File: src/rtl/seq_pattern_tx.sv
// rtl/seq_pattern_tx.sv - serial test-pattern transmitter, MSB-first, auto or manual ticks
// Optional continuous looping is enabled with `define SEQ_PATTERN_TX_LOOP_EN.
module seq_pattern_tx #(
    parameter int PATTERN_W = 16,
    parameter int DIV       = 50_000_000
) (
    input  logic                         CLK,
    input  logic                         RST,
    input  logic                         start,
    input  logic                         abort,
    input  logic                         mode,
    input  logic                         step,
`ifdef SEQ_PATTERN_TX_LOOP_EN
    input  logic                         loop,
`endif
    input  logic [PATTERN_W-1:0]         pattern_in,
    output logic                         A,
    output logic                         A_stb,
    output logic                         busy,
    output logic                         done,
    output logic [$clog2(PATTERN_W)-1:0] bit_cnt
);

    localparam int CW = $clog2(PATTERN_W);
    localparam int DW = (DIV > 1) ? $clog2(DIV) : 1;
    localparam logic [DW-1:0] DIV_LAST = DW'(DIV - 1);
    localparam logic [CW-1:0] CNT_LAST = CW'(PATTERN_W - 1);

    typedef enum logic {IDLE, SHIFT} state_t;

    state_t                state;
    logic [PATTERN_W-1:0]  shreg;
    logic                  mode_r;
    logic [DW-1:0]         div_cnt;
    logic                  step_meta;
    logic                  step_sync;
    logic                  step_prev;
    logic                  tick;
    logic                  last_bit;
`ifdef SEQ_PATTERN_TX_LOOP_EN
    logic [PATTERN_W-1:0]  pat;
    logic                  loop_r;
`endif

    // shreg holds the bits still to be sent, next one in the MSB position
    always_comb begin
        tick     = mode_r ? (step_sync & ~step_prev) : (div_cnt == DIV_LAST);
        last_bit = (bit_cnt == CNT_LAST);
    end

    always_ff @(posedge CLK) begin
        if (RST) begin
            state     <= IDLE;
            shreg     <= '0;
            mode_r    <= 1'b0;
            div_cnt   <= '0;
            step_meta <= 1'b0;
            step_sync <= 1'b0;
            step_prev <= 1'b0;
            A         <= 1'b0;
            A_stb     <= 1'b0;
            busy      <= 1'b0;
            done      <= 1'b0;
            bit_cnt   <= '0;
`ifdef SEQ_PATTERN_TX_LOOP_EN
            pat       <= '0;
            loop_r    <= 1'b0;
`endif
        end else begin
            // synchronizer runs in every state so no stale edge survives into a pass
            step_meta <= step;
            step_sync <= step_meta;
            step_prev <= step_sync;
            A_stb     <= 1'b0;
            done      <= 1'b0;

            case (state)
                IDLE: begin
                    if (start && !abort) begin
                        state   <= SHIFT;
                        shreg   <= pattern_in << 1;
                        mode_r  <= mode;
                        div_cnt <= '0;
                        A       <= pattern_in[PATTERN_W-1];
                        A_stb   <= 1'b1;
                        busy    <= 1'b1;
                        bit_cnt <= '0;
`ifdef SEQ_PATTERN_TX_LOOP_EN
                        pat     <= pattern_in;
                        loop_r  <= loop;
`endif
                    end
                end

                SHIFT: begin
                    div_cnt <= (div_cnt == DIV_LAST) ? '0 : div_cnt + DW'(1);
                    if (abort) begin
                        state   <= IDLE;
                        A       <= 1'b0;
                        busy    <= 1'b0;
                        bit_cnt <= '0;
                    end else if (tick) begin
                        if (!last_bit) begin
                            A       <= shreg[PATTERN_W-1];
                            shreg   <= shreg << 1;
                            bit_cnt <= bit_cnt + CW'(1);
                            A_stb   <= 1'b1;
                        end else begin
                            done <= 1'b1;
`ifdef SEQ_PATTERN_TX_LOOP_EN
                            if (loop_r) begin
                                A       <= pat[PATTERN_W-1];
                                shreg   <= pat << 1;
                                bit_cnt <= '0;
                                A_stb   <= 1'b1;
                            end else begin
                                state   <= IDLE;
                                A       <= 1'b0;
                                busy    <= 1'b0;
                                bit_cnt <= '0;
                            end
`else
                            state   <= IDLE;
                            A       <= 1'b0;
                            busy    <= 1'b0;
                            bit_cnt <= '0;
`endif
                        end
                    end
                end

                default: state <= IDLE;
            endcase
        end
    end

endmodule

File: config.mk
export PLATFORM = sky130hd
export DESIGN_NAME = seq_pattern_tx
export DESIGN_NICKNAME = d
export VERILOG_FILES = /design/src/rtl/seq_pattern_tx.sv
export SDC_FILE = /design/constraint.sdc
export NUM_CORES = 1
export LEC_CHECK = 0
export ABC_CLOCK_PERIOD_IN_PS = 2800
export CAP_MARGIN = 20
export CORE_ASPECT_RATIO = 0.9
export CORE_MARGIN = 2
export CORE_UTILIZATION = 56
export DETAILED_ROUTE_END_ITERATION = 10
export GPL_ROUTABILITY_DRIVEN = 0
export PLACE_DENSITY_LB_ADDON = 0.15
export SKIP_CTS_REPAIR_TIMING = 1
export SLEW_MARGIN = 20
export SYNTH_ARGS = -nofsm -noshare
export SYNTH_HDL_FRONTEND = slang
export SYNTH_SLANG_ARGS = --single-unit
File: constraint.sdc
create_clock -name CLK -period 2.8 [get_ports CLK]
set_input_delay 0.56 -clock CLK [delete_from_list [all_inputs] [get_ports CLK]]
set_output_delay 0.56 -clock CLK [all_outputs]
set_load 0.02 [all_outputs]
==> key figures <==
Status
  • Status: complete, no violations

Floorplanning
  • Die width: between 70 and 80 um
  • Die area: 0.00561 mm2
  • Initial Util: 58.2%
  • Io pins: 30
  • Core box area: roughly 0.0048 mm2
  • Row count: 24
  • Die height: roughly 70 um

Placement
  • DP HPWL: about 4500 um
  • Port bufs: 29
  • Placed cells: 420
  • Cell Area, Placed: about 0.0032 mm2

Worst setup path
  • Worst-path fanout max: 18
  • Crit start category: flop
  • Max incr delay on CP: 0.61 ns
  • CP cell instances: ha_1 -> nand4_4 -> nor4_1 -> a21boi_1 -> buf_4 -> a21o_1 -> mux2_2
  • CP max-delay cell: nor4_1
  • WP data arrival: 2.60 ns
  • Data required, critical path: 3.01 ns
  • CP Capture Type: flop
  • R2r setup slk: between 0.4 and 0.5 ns
  • Crit path kind: reg -> reg

Finish
  • Layout net count: between 300 and 400
  • Most flops, register: div_cnt
  • Finished Layout Cells: approximately 430
  • Largest register FFs: 26
  • Syn-to-layout area delta: 16.7%
  • Largest regs: div_cnt (26), shreg (15), bit_cnt (4)
  • Commonest non-fill, non-tap cell in the layout: dfxtp_1
  • Most frequent cells in the layout: 54 x dfxtp_1, 29 x clkdlybuf4s50_1, 23 x nand2_1, 21 x nor2_1, 21 x o21ai_0
  • Final Cell Area: 0.00328 mm2
  • Share of cells above drive strength 1: a little under 8%
  • # diodes: 0

Logic synthesis
  • Post-synthesis compound-gate area fraction: 23.7%
  • Adder-Cell Fraction of Synth Area: less than 1%
  • Area contributors post-synth: dfxtp_1 38%, mux2i_1 5.3%, nor2b_1 4.2%
  • Syn. warnings: 0
  • Simple-gate share of the synthesized area: 25.7%
  • Synth top area share: 38.4%
  • Post-synth EDFFs: 0
  • Mux contribution to synthesized area: about 6.1%
  • Mapped Area: between 0.002 and 0.003 mm2
  • Synth Area per Inst: roughly 8.4 um2
  • Synth Instances: 334
  • Sequential area share after synthesis: 38.4%
  • Unique masters post-synth: 55
  • Area leader, netlist: dfxtp_1
  • Main synth FF type: dfxtp_1
  • Syn_nets: 358
  • Main combinational cell family by area after synthesis: simple AND/OR/NAND/NOR gates
  • Post-Synth XOR/XNOR Area: 0.622%
  • Yosys reg bits: 54
  • Ys async rst share: 0%

Route
  • Via Count: about 2,600
  • Drt wl/cell: 14.8 um
  • Drt pass-1 iters: 7
  • DRT antenna net count: 0
  • WL final: about 6400 um
  • First DRT Iteration DRCs: roughly 230
  • DRC: 0
  • Via density per instance: 6.13

Pwr
  • Switching power: around 0.34 mW
  • Cell area power density: ~430 mW/mm2
  • Sw Share: around a quarter
  • Clock group share of total power: between 30% and 40%
  • Int Power: approximately 1.1 mW
  • Seq pwr share: 56.8%
  • Combinational Power Share: between 10% and 20%
  • Leakage power: 1.15 nW
  • Worst VDD drop: between 0.2 and 0.3 mV

Clocking
  • Skew-Pair Late Insertion Delay: about 0.31 ns
  • Clock root cell: clkbuf_8
  • Clk buf depth: 2
  • H-tree depth: 2
  • CTS Sinks: between 50 and 60
  • Num CTS Buffers: 5
  • TritonCTS clock tree: built
  • Clock slew at reported path FFs: 0.09 ns

STA
  • Final Hold Fails: 0
  • Final setup viols: 0
  • Period utilisation layout: a little under nine tenths
  • Slew at the pin closest to its max-slew limit: 0.628 ns
  • Clk_skew: 0.00650 ns
  • Minimum clock period: between 2 and 2.5 ns
  • Max Clk Rate: ~420 MHz
  • Pins Over Slew Limit: 0
  • RSZ-0062 raised after global routing: no
  • Setup TNS: 0 ns
  • Slew margin rel.: 57.8%

Global routing
  • Total gr overflow: 0
  • First-pass GRT wire length: 10,600 um
  • Aggregate global-route resource usage: a little under a quarter
  • Largest net degree at the start of global routing: 30
  • Initial antenna violation count: 0
  • Vias in the first global route: 2,331

Min path
  • Min-delay worst type: reg -> reg

Job
  • MaxCap Viol Count: 0
cell usage after synthesis (2+ instances only):
library cell,count
ha_1,2
or3_1,5
o31a_1,2
inv_1,8
o31ai_1,15
nor4b_1,4
nor3_1,5
xor2_1,2
or4_1,2
nand3_1,11
a21oi_1,16
clkbuf_1,13
a32o_1,3
nor4_1,6
buf_1,2
nand4_1,7
and4_1,3
dfxtp_1,54
a211oi_1,2
buf_2,2
and3_1,4
nand2_1,23
nand2b_1,8
o2111ai_1,2
a31oi_1,11
or2_2,2
a32oi_1,3
nor2b_1,19
o21ai_0,21
a21o_1,6
mux2i_1,15
nor2_1,21
o21ai_1,13
cell type report:
| cell class | count | area, um2 |
|---|---|---|
| Timing Repair Buffer | 40 | 385 |
| Clock inverter | 1 | 5.00 |
| Multi-Input combinational cell | 252 | 1610 |
| Inverter | 9 | 33.8 |
| Sequential cell | 54 | 1080 |
| Tap cell | 65 | 81.3 |
| Clock buffer | 7 | 86.3 |
| Fill cell | 409 | 1550 |
metrics by stage:
stage          util [%]  hold WS (ns)  worst slack, ns  total power [mW]
5_1_grt            67.9         0.481            0.285              1.47
2_1_floorplan         -         0.414            0.624             0.914
3_3_place_gp       66.0         0.416            0.480             0.976
3_5_place_dp       66.0         0.427            0.431             0.979
4_1_cts            67.9         0.449            0.431              1.42
6_report           67.9         0.447            0.402              1.41
worst paths after layout:
check	startpoint	end	cells past startpoint
setup / recovery	div_cnt[0]	div_cnt[16]	7
hold / removal	step_meta	step_sync	1
setup reg to reg	div_cnt[0]	div_cnt[16]	7
hold reg to reg	step_meta	step_sync	1
cells by family (layout without fill, tap and decap cells):
| group | after synthesis | count (layout) |
|---|---|---|
| AO/OA/AOI/OAI | 104 | 104 |
| XOR/XNOR | 2 | 2 |
| adder cells (fa/ha/maj) | 2 | 2 |
| buffers and inverters | 28 | 57 |
| flip-flops | 54 | 54 |
| multiplexers | 17 | 17 |
| AND/OR/NAND/NOR | 127 | 127 |
worst max-delay path, delay by kind of cell (launching register included):
kind	cells	cell delay, ns
simple gates	2	0.78
flops	1	0.40
compound gates	2	0.35
fa+ha+maj	1	0.28
mux	1	0.25
buf+inv	1	0.23
routing by layer:
metal,global-route usage (%),wire (um),vias up,part of all wire (%)
li1,-,-,1297,-
met1,32.8,3040,1229,48
met2,37.1,2850,89,45
met3,4.28,382,9,6.0
met4,7.02,73,0,1.1
met5,0,0,-,0
power by group through the flow:
stage	sequential (mW)	clock (mW)	combinational, mW
2_1_floorplan	0.820	0	0.0937
6_report	0.802	0.450	0.160
3_3_place_gp	0.819	0	0.157
4_1_cts	0.802	0.461	0.160
5_1_grt	0.805	0.491	0.176
3_5_place_dp	0.820	0	0.160
No activity file was read; power rests on OpenSTA's default activity.
